**src/rtl/elelock_pkg.sv**
```systemverilog
// Shared definitions for the programmable keypad lock: FSM state encodings,
// the "no key" digit code and the one-hot ten-key encoder.
package elelock_pkg;

  typedef enum logic [1:0] {
    ST_OPEN    = 2'd0,
    ST_LOCKED  = 2'd1,
    ST_SETCODE = 2'd2,
    ST_PENALTY = 2'd3
  } state_t;

  localparam logic [3:0] KEY_NONE = 4'hF;

  // Anything other than exactly one key held (none, or a chord) maps to KEY_NONE.
  function automatic logic [3:0] keyenc(input logic [9:0] tk);
    logic [3:0] d;
    case (tk)
      10'b00_0000_0001: d = 4'd0;
      10'b00_0000_0010: d = 4'd1;
      10'b00_0000_0100: d = 4'd2;
      10'b00_0000_1000: d = 4'd3;
      10'b00_0001_0000: d = 4'd4;
      10'b00_0010_0000: d = 4'd5;
      10'b00_0100_0000: d = 4'd6;
      10'b00_1000_0000: d = 4'd7;
      10'b01_0000_0000: d = 4'd8;
      10'b10_0000_0000: d = 4'd9;
      default:          d = KEY_NONE;
    endcase
    return d;
  endfunction

endpackage

```
**src/rtl/elelock_if.sv**
```systemverilog
// Keypad-side inputs and actuator/display outputs of the keypad lock.
// The keypad/host side uses master, the lock core uses slave.
interface elelock_if #(
  parameter int NDIGIT = 4
) ();
  logic [9:0]                     tenkey;
  logic                           enter;
  logic                           close;
  logic                           set_code;
  logic                           lock;
  logic                           alarm;
  logic                           prog;
  logic [$clog2(NDIGIT+1)-1:0]    ndig;

  modport master (output tenkey, enter, close, set_code,
                  input  lock, alarm, prog, ndig);
  modport slave  (input  tenkey, enter, close, set_code,
                  output lock, alarm, prog, ndig);
endinterface

```
**src/rtl/elelock_keyin.sv**
```systemverilog
// Key edge detection: two-flop history per key input; one strobe per press,
// asserted on the cycle after the key is first seen.
module elelock_keyin
  import elelock_pkg::*;
(
  input  logic       ck,
  input  logic       reset,
  input  logic [9:0] tenkey,
  input  logic       enter,
  output logic       key_stb,
  output logic [3:0] key_val,
  output logic       ent_stb
);

  logic       ke1_r, ke2_r, ee1_r, ee2_r;
  logic [9:0] tk_r;

  // Key level history and digit sample, taken together so the digit matches the strobe.
  always_ff @(posedge ck or posedge reset) begin
    if (reset) begin
      ke1_r <= 1'b0;
      ke2_r <= 1'b0;
      ee1_r <= 1'b0;
      ee2_r <= 1'b0;
      tk_r  <= 10'd0;
    end else begin
      ke1_r <= |tenkey;
      ke2_r <= ke1_r;
      ee1_r <= enter;
      ee2_r <= ee1_r;
      tk_r  <= tenkey;
    end
  end

  assign key_val = keyenc(tk_r);
  assign key_stb = ke1_r & ~ke2_r & (key_val != KEY_NONE);
  assign ent_stb = ee1_r & ~ee2_r;

endmodule

```
**src/rtl/elelock_prog.sv**
```systemverilog
// Programmable NDIGIT keypad lock: code entry, user code change, failed-attempt
// lockout. Define ELELOCK_AUTO_RELOCK_EN to relock automatically after idle time in OPEN.
module elelock_prog
  import elelock_pkg::*;
#(
  parameter int                  NDIGIT          = 4,
  parameter logic [4*NDIGIT-1:0] DEFAULT_CODE    = 16'h5963,
  parameter int                  MAX_FAIL        = 3,
  parameter int                  PENALTY_CYC     = 1000,
  parameter int                  AUTO_RELOCK_CYC = 5000
) (
  input logic       ck,
  input logic       reset,
  elelock_if.slave  bus
);

  localparam int NW = $clog2(NDIGIT + 1);
  localparam int FW = $clog2(MAX_FAIL + 1);
  localparam int PW = $clog2(PENALTY_CYC + 1);
  localparam logic [NW-1:0] NDIG_FULL  = NW'(NDIGIT);
  localparam logic [FW-1:0] FAIL_LAST  = FW'(MAX_FAIL - 1);
  localparam logic [PW-1:0] PEN_LOAD   = PW'(PENALTY_CYC);
  localparam logic [PW-1:0] TIMER_LAST = PW'(1);

  state_t              state_r;
  logic                lock_r, alarm_r, prog_r;
  logic [4*NDIGIT-1:0] entry_r, secret_r, entry_shift_s;
  logic [NW-1:0]       ndig_r, ndig_inc_s;
  logic [FW-1:0]       fail_r;
  logic [PW-1:0]       timer_r;
  logic                key_stb_s, ent_stb_s, match_s, relock_s;
  logic [3:0]          key_val_s;

  elelock_keyin u_keyin (
    .ck      (ck),
    .reset   (reset),
    .tenkey  (bus.tenkey),
    .enter   (bus.enter),
    .key_stb (key_stb_s),
    .key_val (key_val_s),
    .ent_stb (ent_stb_s)
  );

  // Entry shift (newest digit at LS), saturating digit count and code comparison.
  always_comb begin
    entry_shift_s       = entry_r << 3'd4;
    entry_shift_s[3:0]  = key_val_s;
    ndig_inc_s          = (ndig_r == NDIG_FULL) ? ndig_r : ndig_r + 1'b1;
    match_s             = (ndig_r == NDIG_FULL) && (entry_r == secret_r);
  end

`ifdef ELELOCK_AUTO_RELOCK_EN
  localparam int IW = $clog2(AUTO_RELOCK_CYC + 1);
  logic [IW-1:0] idle_r;

  // Idle timer: held loaded outside OPEN so it starts full on entry, reloaded by any activity.
  always_ff @(posedge ck or posedge reset) begin
    if (reset) begin
      idle_r <= '0;
    end else if (state_r != ST_OPEN || key_stb_s || ent_stb_s || bus.set_code) begin
      idle_r <= IW'(AUTO_RELOCK_CYC);
    end else if (idle_r != '0) begin
      idle_r <= idle_r - 1'b1;
    end
  end

  assign relock_s = (state_r == ST_OPEN) && (idle_r == IW'(1));
`else
  assign relock_s = (AUTO_RELOCK_CYC < 0);
`endif

  // Lock FSM with entry/secret/fail/penalty registers; every state change clears the entry.
  always_ff @(posedge ck or posedge reset) begin
    if (reset) begin
      state_r  <= ST_OPEN;
      lock_r   <= 1'b0;
      alarm_r  <= 1'b0;
      prog_r   <= 1'b0;
      entry_r  <= '1;
      ndig_r   <= '0;
      secret_r <= DEFAULT_CODE;
      fail_r   <= '0;
      timer_r  <= '0;
    end else begin
      case (state_r)
        ST_OPEN: begin
          if (bus.close || relock_s) begin
            state_r <= ST_LOCKED;
            lock_r  <= 1'b1;
            entry_r <= '1;
            ndig_r  <= '0;
          end else if (bus.set_code) begin
            state_r <= ST_SETCODE;
            prog_r  <= 1'b1;
            entry_r <= '1;
            ndig_r  <= '0;
          end else if (ent_stb_s) begin
            entry_r <= '1;
            ndig_r  <= '0;
          end else if (key_stb_s) begin
            entry_r <= entry_shift_s;
            ndig_r  <= ndig_inc_s;
          end
        end
        ST_SETCODE: begin
          if (bus.close) begin
            state_r <= ST_LOCKED;
            prog_r  <= 1'b0;
            lock_r  <= 1'b1;
            entry_r <= '1;
            ndig_r  <= '0;
          end else if (ent_stb_s) begin
            if (ndig_r == NDIG_FULL) begin
              secret_r <= entry_r;
              state_r  <= ST_OPEN;
              prog_r   <= 1'b0;
            end
            entry_r <= '1;
            ndig_r  <= '0;
          end else if (key_stb_s) begin
            entry_r <= entry_shift_s;
            ndig_r  <= ndig_inc_s;
          end
        end
        ST_LOCKED: begin
          if (bus.close) begin
            entry_r <= '1;
            ndig_r  <= '0;
          end else if (ent_stb_s) begin
            if (match_s) begin
              state_r <= ST_OPEN;
              lock_r  <= 1'b0;
              fail_r  <= '0;
            end else if (fail_r == FAIL_LAST) begin
              state_r <= ST_PENALTY;
              alarm_r <= 1'b1;
              timer_r <= PEN_LOAD;
              fail_r  <= fail_r + 1'b1;
            end else begin
              fail_r  <= fail_r + 1'b1;
            end
            entry_r <= '1;
            ndig_r  <= '0;
          end else if (key_stb_s) begin
            entry_r <= entry_shift_s;
            ndig_r  <= ndig_inc_s;
          end
        end
        ST_PENALTY: begin
          entry_r <= '1;
          ndig_r  <= '0;
          if (timer_r == TIMER_LAST) begin
            state_r <= ST_LOCKED;
            alarm_r <= 1'b0;
            fail_r  <= '0;
            timer_r <= '0;
          end else begin
            timer_r <= timer_r - 1'b1;
          end
        end
        default: begin
          state_r <= ST_OPEN;
          lock_r  <= 1'b0;
          alarm_r <= 1'b0;
          prog_r  <= 1'b0;
          entry_r <= '1;
          ndig_r  <= '0;
        end
      endcase
    end
  end

  assign bus.lock  = lock_r;
  assign bus.alarm = alarm_r;
  assign bus.prog  = prog_r;
  assign bus.ndig  = ndig_r;

endmodule

```
**src/flat_wrapper.sv**
```systemverilog
// flat-port wrapper written by rule: the top's interface ports become plain ports
module elelock_prog_flat import elelock_pkg::*;
#(
  parameter int                  NDIGIT          = 4,
  parameter logic [4*NDIGIT-1:0] DEFAULT_CODE    = 16'h5963,
  parameter int                  MAX_FAIL        = 3,
  parameter int                  PENALTY_CYC     = 1000,
  parameter int                  AUTO_RELOCK_CYC = 5000
)
  (ck, reset, bus_tenkey, bus_enter, bus_close, bus_set_code, bus_lock, bus_alarm, bus_prog, bus_ndig);
  elelock_if #(.NDIGIT(NDIGIT)) bus_i ();
  input logic ck;
  input logic reset;
  input wire logic [$bits(bus_i.tenkey)-1:0] bus_tenkey;
  input wire logic [$bits(bus_i.enter)-1:0] bus_enter;
  input wire logic [$bits(bus_i.close)-1:0] bus_close;
  input wire logic [$bits(bus_i.set_code)-1:0] bus_set_code;
  output wire logic [$bits(bus_i.lock)-1:0] bus_lock;
  output wire logic [$bits(bus_i.alarm)-1:0] bus_alarm;
  output wire logic [$bits(bus_i.prog)-1:0] bus_prog;
  output wire logic [$bits(bus_i.ndig)-1:0] bus_ndig;
  assign bus_i.tenkey = bus_tenkey;
  assign bus_i.enter = bus_enter;
  assign bus_i.close = bus_close;
  assign bus_i.set_code = bus_set_code;
  assign bus_lock = bus_i.lock;
  assign bus_alarm = bus_i.alarm;
  assign bus_prog = bus_i.prog;
  assign bus_ndig = bus_i.ndig;
  elelock_prog #(.NDIGIT(NDIGIT), .DEFAULT_CODE(DEFAULT_CODE), .MAX_FAIL(MAX_FAIL), .PENALTY_CYC(PENALTY_CYC), .AUTO_RELOCK_CYC(AUTO_RELOCK_CYC)) u_core (.ck(ck), .reset(reset), .bus(bus_i));
endmodule
```
**config.mk**
```make
export PLATFORM = sky130hd
export DESIGN_NAME = elelock_prog_flat
export DESIGN_NICKNAME = d
export VERILOG_FILES = /design/src/rtl/elelock_pkg.sv /design/src/rtl/elelock_if.sv /design/src/rtl/elelock_keyin.sv /design/src/rtl/elelock_prog.sv /design/src/flat_wrapper.sv
export SDC_FILE = /design/constraint.sdc
export NUM_CORES = 1
export LEC_CHECK = 0
export ABC_AREA = 1
export CAP_MARGIN = 20
export CORE_MARGIN = 4
export CORE_UTILIZATION = 30
export CTS_BUF_LIST = sky130_fd_sc_hd__clkbuf_4
export DETAILED_ROUTE_END_ITERATION = 8
export GPL_ROUTABILITY_DRIVEN = 0
export SKIP_CTS_REPAIR_TIMING = 1
export SLEW_MARGIN = 20
export SYNTH_ARGS = -nofsm -noshare
export SYNTH_HDL_FRONTEND = slang
export SYNTH_SLANG_ARGS = --single-unit
```
**constraint.sdc**
```tcl
create_clock -name ck -period 2.5 [get_ports ck]
set_input_delay 0.5 -clock ck [delete_from_list [all_inputs] [get_ports ck]]
set_output_delay 0.5 -clock ck [all_outputs]
set_load 0.1 [all_outputs]
```
==> run metrics, run 1 <==
Seq. cell area=1680 um2; grt ovf=0; async set or reset register ratio after synthesis=100%; Main synth FF type=dfrtp_1; CTS tree=built; worst skew pair latency=0.41 ns; crit path time final=about 2.1 ns; Synth area leader=dfrtp_1; max-slew violation count=0; Max FO, Critical Path=12; Filler cells=1322; Synth top area share=a little over a quarter; Die Span Y=around 120 um; sequential-to-total area share from yosys stat=43.8%; most common cell in the netlist=nand2_1; via density per instance=between 4 and 5; vias in the first global route=3101; Final nets=approximately 580; gr usage total=approximately an eighth; clock skew=0.0124 ns; initial antenna violation count=0; chip width=121 um; Final Cycle Share=83.9%; drt pass-1 iters=5; vias=around 3300; Synth area leaders=dfrtp_1 27%, dfstp_2 16%, nand2_1 16%; FP Rows=41; multi-input logic area=1760 um2; Root Buffer=clkbuf_4; worst vdd ir=around 0.34 mV; Core Footprint=12600 um2; setup slack after layout=0.402 ns; Critical Path RT=2.86 ns; routed length per placed instance=11.1 um; Area Overhead vs Synth=14.1%; post-layout util=34.9%; power per cell area=1010 nW/um2; Critical Path Start Type=register; drt initial violations=188; EDFF count, synth=0; Final TNS setup=0 ns; fmax=477 MHz; status=finished clean; Clk pin slew, worst setup/hold paths=0.11 ns; clock sinks=66; Post-DRT Antenna Nets=0; syn_nets=551; port bufs=20; Min-Delay Path Class=reg -> reg; Synth Area per Inst=between 7 and 8 um2; Synth Warn #=0; DRT Wirelength=8100 um; post-synth cell types=33; effective utilization at floorplan=a little under a third; Max Root-Sink Buffers=2; Worst slew margin=69.7%; critical path data arrival time=2.46 ns; diodes inserted=0; register bit count reported by yosys=66; Worst Tran Pin Value=between 0.4 and 0.5 ns; DP HPWL=a little under 6000 um; Synth Instances=527; io pins=21; setup violators final=0; CP Capture Type=register; final hold violations=0; WS Path Type=reg -> reg; CTS H-tree lvls=3; Die ar.=14700 um2; post-place setup slack=between 0.3 and 0.4 ns; Syn Std Cell Area=between 3000 and 4000 um2; DRC viols=0; Static Leak=2.20 nW; global-route wire length before repair=around 14000 um; share of layout cells above drive strength 1=16.0%; Max-Cap Viols=0; RSZ-0062 raised after global routing=no; Num CTS Buffers=9; commonest cells in the netlist=161 x nand2_1, 88 x inv_1, 47 x nand3_1, 47 x nor2_1, 42 x dfrtp_1; pin count of the biggest net entering global routing=67
## per-stage QoR
step,hold slack [ns],total power [mW],instance area [um2],instances
6_report,0.387,4.42,4390,729
5_1_grt,0.403,4.84,4390,729
4_1_cts,0.390,4.45,4390,729
3_5_place_dp,0.362,3.63,4230,713
3_3_place_gp,0.361,3.57,4230,713
2_1_floorplan,0.354,3.18,3840,527
## registers in the layout, indices dropped and copies added (netlist names)
name                  count
u_core.u_keyin.ke1_r      1
u_core.secret_r          16
u_core.entry_r           16
u_core.bus.alarm          1
u_core.fail_r             2
u_core.u_keyin.tk_r      10
u_core.bus.ndig           3
u_core.bus.prog           1
u_core.u_keyin.ee1_r      1
u_core.u_keyin.ke2_r      1
u_core.timer_r           10
u_core.bus.lock           1
u_core.state_r            2
u_core.u_keyin.ee2_r      1
## worst max-delay path, stage by stage, from the launching register on
cell     delay, ns
dfrtp_1       0.42
inv_1         0.11
ha_1          0.17
nand2_1       0.10
inv_1         0.08
nand2_1       0.05
nor2_1        0.09
nand2_1       0.05
nor2_1        0.10
nand3_1       0.13
nand2_1       0.09
nand2_1       0.24
nand3_2       0.27
nand2_1       0.08
nand2_1       0.06
## final timing paths
path | startpoint | slack (ns) | depth (start not counted) | end
max | u_core.bus.ndig[0]$_DFF_PP0_ | 0.40 | 14 | u_core.timer_r[9]$_DFFE_PP0P_
min | u_core.u_keyin.ke1_r$_DFF_PP0_ | 0.39 | 0 | u_core.u_keyin.ke2_r$_DFF_PP0_
max reg2reg | u_core.bus.ndig[0]$_DFF_PP0_ | 0.40 | 14 | u_core.timer_r[9]$_DFFE_PP0P_
min reg2reg | u_core.u_keyin.ke1_r$_DFF_PP0_ | 0.39 | 0 | u_core.u_keyin.ke2_r$_DFF_PP0_
max in group asynchronous | reset | 1.71 | 3 | u_core.entry_r[7]$_DFF_PP1_
min in group asynchronous | reset | 0.47 | 3 | u_core.bus.ndig[1]$_DFF_PP0_
## cells by family after synthesis
logic type | Yosys count | share of synthesized area (%)
AND/OR/NAND/NOR | 310 | 36.5
buffers and inverters | 102 | 10.5
flip-flops | 66 | 43.7
AO/OA/AOI/OAI | 33 | 4.62
adder cells (fa/ha/maj) | 9 | 2.93
XOR/XNOR | 6 | 1.37
multiplexers | 1 | 0.293
## power by group
group          internal [mW]  total (mW)  leakage (nW)  switching, mW
clock network          0.410       0.798        0.0838          0.387
registers               1.44        1.69         0.768          0.257
logic                  0.645        1.93          1.35           1.28
## area by class of cell
type | instances | share of cell area [%]
clock buffer | 10 | 1.71
sequential | 66 | 38.3
inverter | 91 | 7.79
multi-input combinational | 359 | 40.0
timing repair buffer | 25 | 5.36
clock inverter | 6 | 1.85
tap | 172 | 4.91
## metal layers
| metal | vias to the layer above | GRT usage [%] | wire length, um |
|---|---|---|---|
| met5 | - | 0 | 0 |
| met4 | 0 | 3.71 | 80 |
| met3 | 10 | 2.56 | 322 |
| met2 | 59 | 19.1 | 3770 |
| met1 | 1543 | 15.5 | 3920 |
| li1 | 1679 | - | - |
## cell usage in the layout (no fill, tap or decap), types with 2 or more instances in the layout
cell type	n
nor2_1	47
nand3_2	2
nor3_1	4
nand4_1	14
nand2_1	161
dfrtp_1	42
nand2_4	2
xor2_1	3
inv_1	87
o21ai_0	24
clkinv_2	2
nor4_1	2
ha_1	9
dfstp_2	24
a21oi_2	2
a21oi_1	3
buf_4	10
xnor2_1	3
inv_2	4
nor2_4	3
nand3_1	47
nand3b_1	4
nor2_2	9
or2_2	2
nand2_2	11
o21ai_1	2
clkbuf_4	10
clkdlybuf4s50_1	14
bufinv_16	2
Note: power is estimated with default switching activity, not from simulation.
==> inputs of run 2 (changes only) <==
==> constraint.sdc (replaced) <==
create_clock -name ck -period 2.1 [get_ports ck]
set_input_delay 0.42 -clock ck [delete_from_list [all_inputs] [get_ports ck]]
set_output_delay 0.42 -clock ck [all_outputs]
set_load 0.1 [all_outputs]
==> run 2 against run 1 <==
Sequential share of layout area shrank 0.51 points. Power grew 20%. Final cell count grew 0.96%. Fmax grew 14%. Flip-flop and latch count is the same. Clock power grew 7.1%. Core utilization grew 0.55 points. Design area grew 1.6%. Non-clock buffer count grew 6. Critical path type unchanged.
==> run metrics, run 2 (synthesized netlist as in run 1, its figures left out) <==
final hold violations=0 (unchanged); Min-Delay Path Class=in -> async; Worst R2R Path Depth=14 (unchanged); worst skew pair latency=0.42 ns (about the same); gr usage total=12.3% (+0.60 points); Area Overhead vs Synth=15.9%; Final TNS setup=0 ns (unchanged); Post-DRT Antenna Nets=0 (unchanged); share of layout cells above drive strength 1=18.4% (+2.5 points); setup violators final=0 (unchanged); DRT Wirelength=8220 um (+1.5%); CTS tree=built; worst vdd ir=0.378 mV (+10%); power per cell area=1190 nW/um2 (+18%); r2r startpoint=u_core.bus.ndig[0]$_DFF_PP0_; Most Crowded Layer GR=met2; Max-Cap Viols=0 (unchanged); most frequent CP cell=nand2_1; Critical Path RT=2.46 ns (-0.40 ns); Die Span Y=121 um (unchanged); Worst slew margin=66.1% (-3.5 points); post-place setup slack=0.0327 ns (-0.349 ns); initial antenna violation count=0 (unchanged); pin count of the biggest net entering global routing=35 (-48%); chip width=121 um (unchanged); hold slack final=0.354 ns (-0.0329 ns); setup slack after layout=0.260 ns (-0.142 ns); commonest non-fill, non-tap cell in the layout=nand2_1; Max FO, Critical Path=13 (+1); status=finished clean; DP HPWL=6090 um (+4.4%); global-route wire length before repair=14700 um (+5.8%); grt ovf=0 (unchanged); DRC viols=0 (unchanged); diodes inserted=0 (unchanged); register-to-register setup slack=0.26 ns (-0.14 ns); CP Capture Type=register; Final Cycle Share=87.6% (+3.7 points); post-layout util=35.5% (+0.55 points); port bufs=20 (unchanged); Num CTS Buffers=9 (unchanged); global routing usage on met1=16.5% (+1.1 points); most frequent cells in the layout=159 x nand2_1, 87 x inv_1, 46 x nor2_1, 46 x nand3_1, 39 x dfrtp_1; Clk pin slew, worst setup/hold paths=0.12 ns (about the same); GR Util met2=19.7% (+0.56 points); Static Leak=2.22 nW (+0.77%); via density per instance=4.49 (-0.47%); routed length per placed instance=11.2 um (+0.50%); Die ar.=14700 um2 (unchanged); max-slew violation count=0 (unchanged); WS Path Type=reg -> reg; fmax=543 MHz (+14%); slowest stage cell on the critical path=dfrtp_2; RSZ-0062 raised after global routing=no; clock sinks=66 (unchanged); clock skew=0.0164 ns (+0.00402 ns); critical path data arrival time=2.20 ns (-0.26 ns); M3 GR Usage=2.98% (+0.42 points); Total Power=5.29 mW (+20%); Critical Path Start Type=register; crit path time final=1.84 ns (-0.258 ns); io pins=21 (unchanged); Max Root-Sink Buffers=2 (unchanged); CTS H-tree lvls=3 (unchanged); crit-path cells=inv_1 -> ha_1 -> nand2_1 -> inv_1 -> nand2_1 -> nor2_2 -> nand2_1 -> nor2_1 -> nand3_2 -> nand2_2 -> nand2_4 -> nand3_2 -> nand2_1 -> nand2_1; drt pass-1 iters=6 (+1); vias=3307 (+0.49%); Final nets=583 (+1.2%); FP Rows=41 (unchanged); vias in the first global route=3224 (+4.0%); Worst Tran Pin Value=0.504 ns (+0.0526 ns); Root Buffer=clkbuf_4; Largest regs=u_core.entry_r: 16 flops, u_core.secret_r: 16 flops; Core Footprint=12600 um2 (unchanged); drt initial violations=217 (+15%); CP max stage delay=0.43 ns (about the same); reg-to-reg endpoint=u_core.timer_r[2]$_DFFE_PP0P_; effective utilization at floorplan=30.6% (unchanged)
run 2: cell types whose count changed in the layout (fill, tap and decap cells not counted), sizes merged:
cell / change
bufinv: -1
nand3: +1
buf: +6
clkinv: +2
inv: -1
clkinvlp: +1
clkbuf: -1
run 2: final cells by class:
type                            count  area, um2
Timing Repair Buffer               31        280
Sequential cell                    66       1690
Inverter                           91        345
Clock inverter                      7       70.1
Tap cell                          172        215
Clock buffer                        9       67.6
Multi-Input combinational cell    360       1790
Fill cell                        1298       8110
run 2: worst max-delay path by stage:
stage                                 start                             to  slack [ns]  cells after the start
2_1_floorplan  u_core.bus.ndig[0]$_DFF_PP0_  u_core.timer_r[3]$_DFFE_PP0P_        0.09                     14
3_3_place_gp   u_core.bus.ndig[0]$_DFF_PP0_  u_core.timer_r[4]$_DFFE_PP0P_        0.10                     14
3_5_place_dp   u_core.bus.ndig[0]$_DFF_PP0_  u_core.timer_r[1]$_DFFE_PP0P_        0.03                     14
4_1_cts        u_core.bus.ndig[0]$_DFF_PP0_  u_core.timer_r[1]$_DFFE_PP0P_        0.02                     14
5_1_grt        u_core.bus.ndig[0]$_DFF_PP0_  u_core.timer_r[0]$_DFFE_PP0P_        0.04                     14
6_report       u_core.bus.ndig[0]$_DFF_PP0_  u_core.timer_r[2]$_DFFE_PP0P_        0.26                     14
run 2: critical path, delay by kind of cell, from the launching register on:
kind,cells,cell delay [ns]
adder cells (fa/ha/maj),1,0.17
buffers and inverters,2,0.15
flip-flops,1,0.43
AND/OR/NAND/NOR,11,1.04
run 2: per-layer routing:
metal / share of wire (%) / vias up
met4: 1.5 / 0
met5: 0 / -
met1: 48 / 1524
met3: 4.1 / 14
met2: 46 / 72
li1: - / 1697
run 2: metrics by stage:
step	instances	instance area, um2
after CTS	735	4420
after detailed placement	719	4280
after floorplan	527	3850
final	736	4460
after global placement	719	4280
after global routing	736	4460
run 2: power breakdown:
| part | leakage, nW | switching (mW) | internal [mW] |
|---|---|---|---|
| Sequential | 0.763 | 0.294 | 1.71 |
| Combinational | 1.38 | 1.60 | 0.832 |
| Clock | 0.0757 | 0.495 | 0.360 |
| Total | 2.22 | 2.39 | 2.90 |
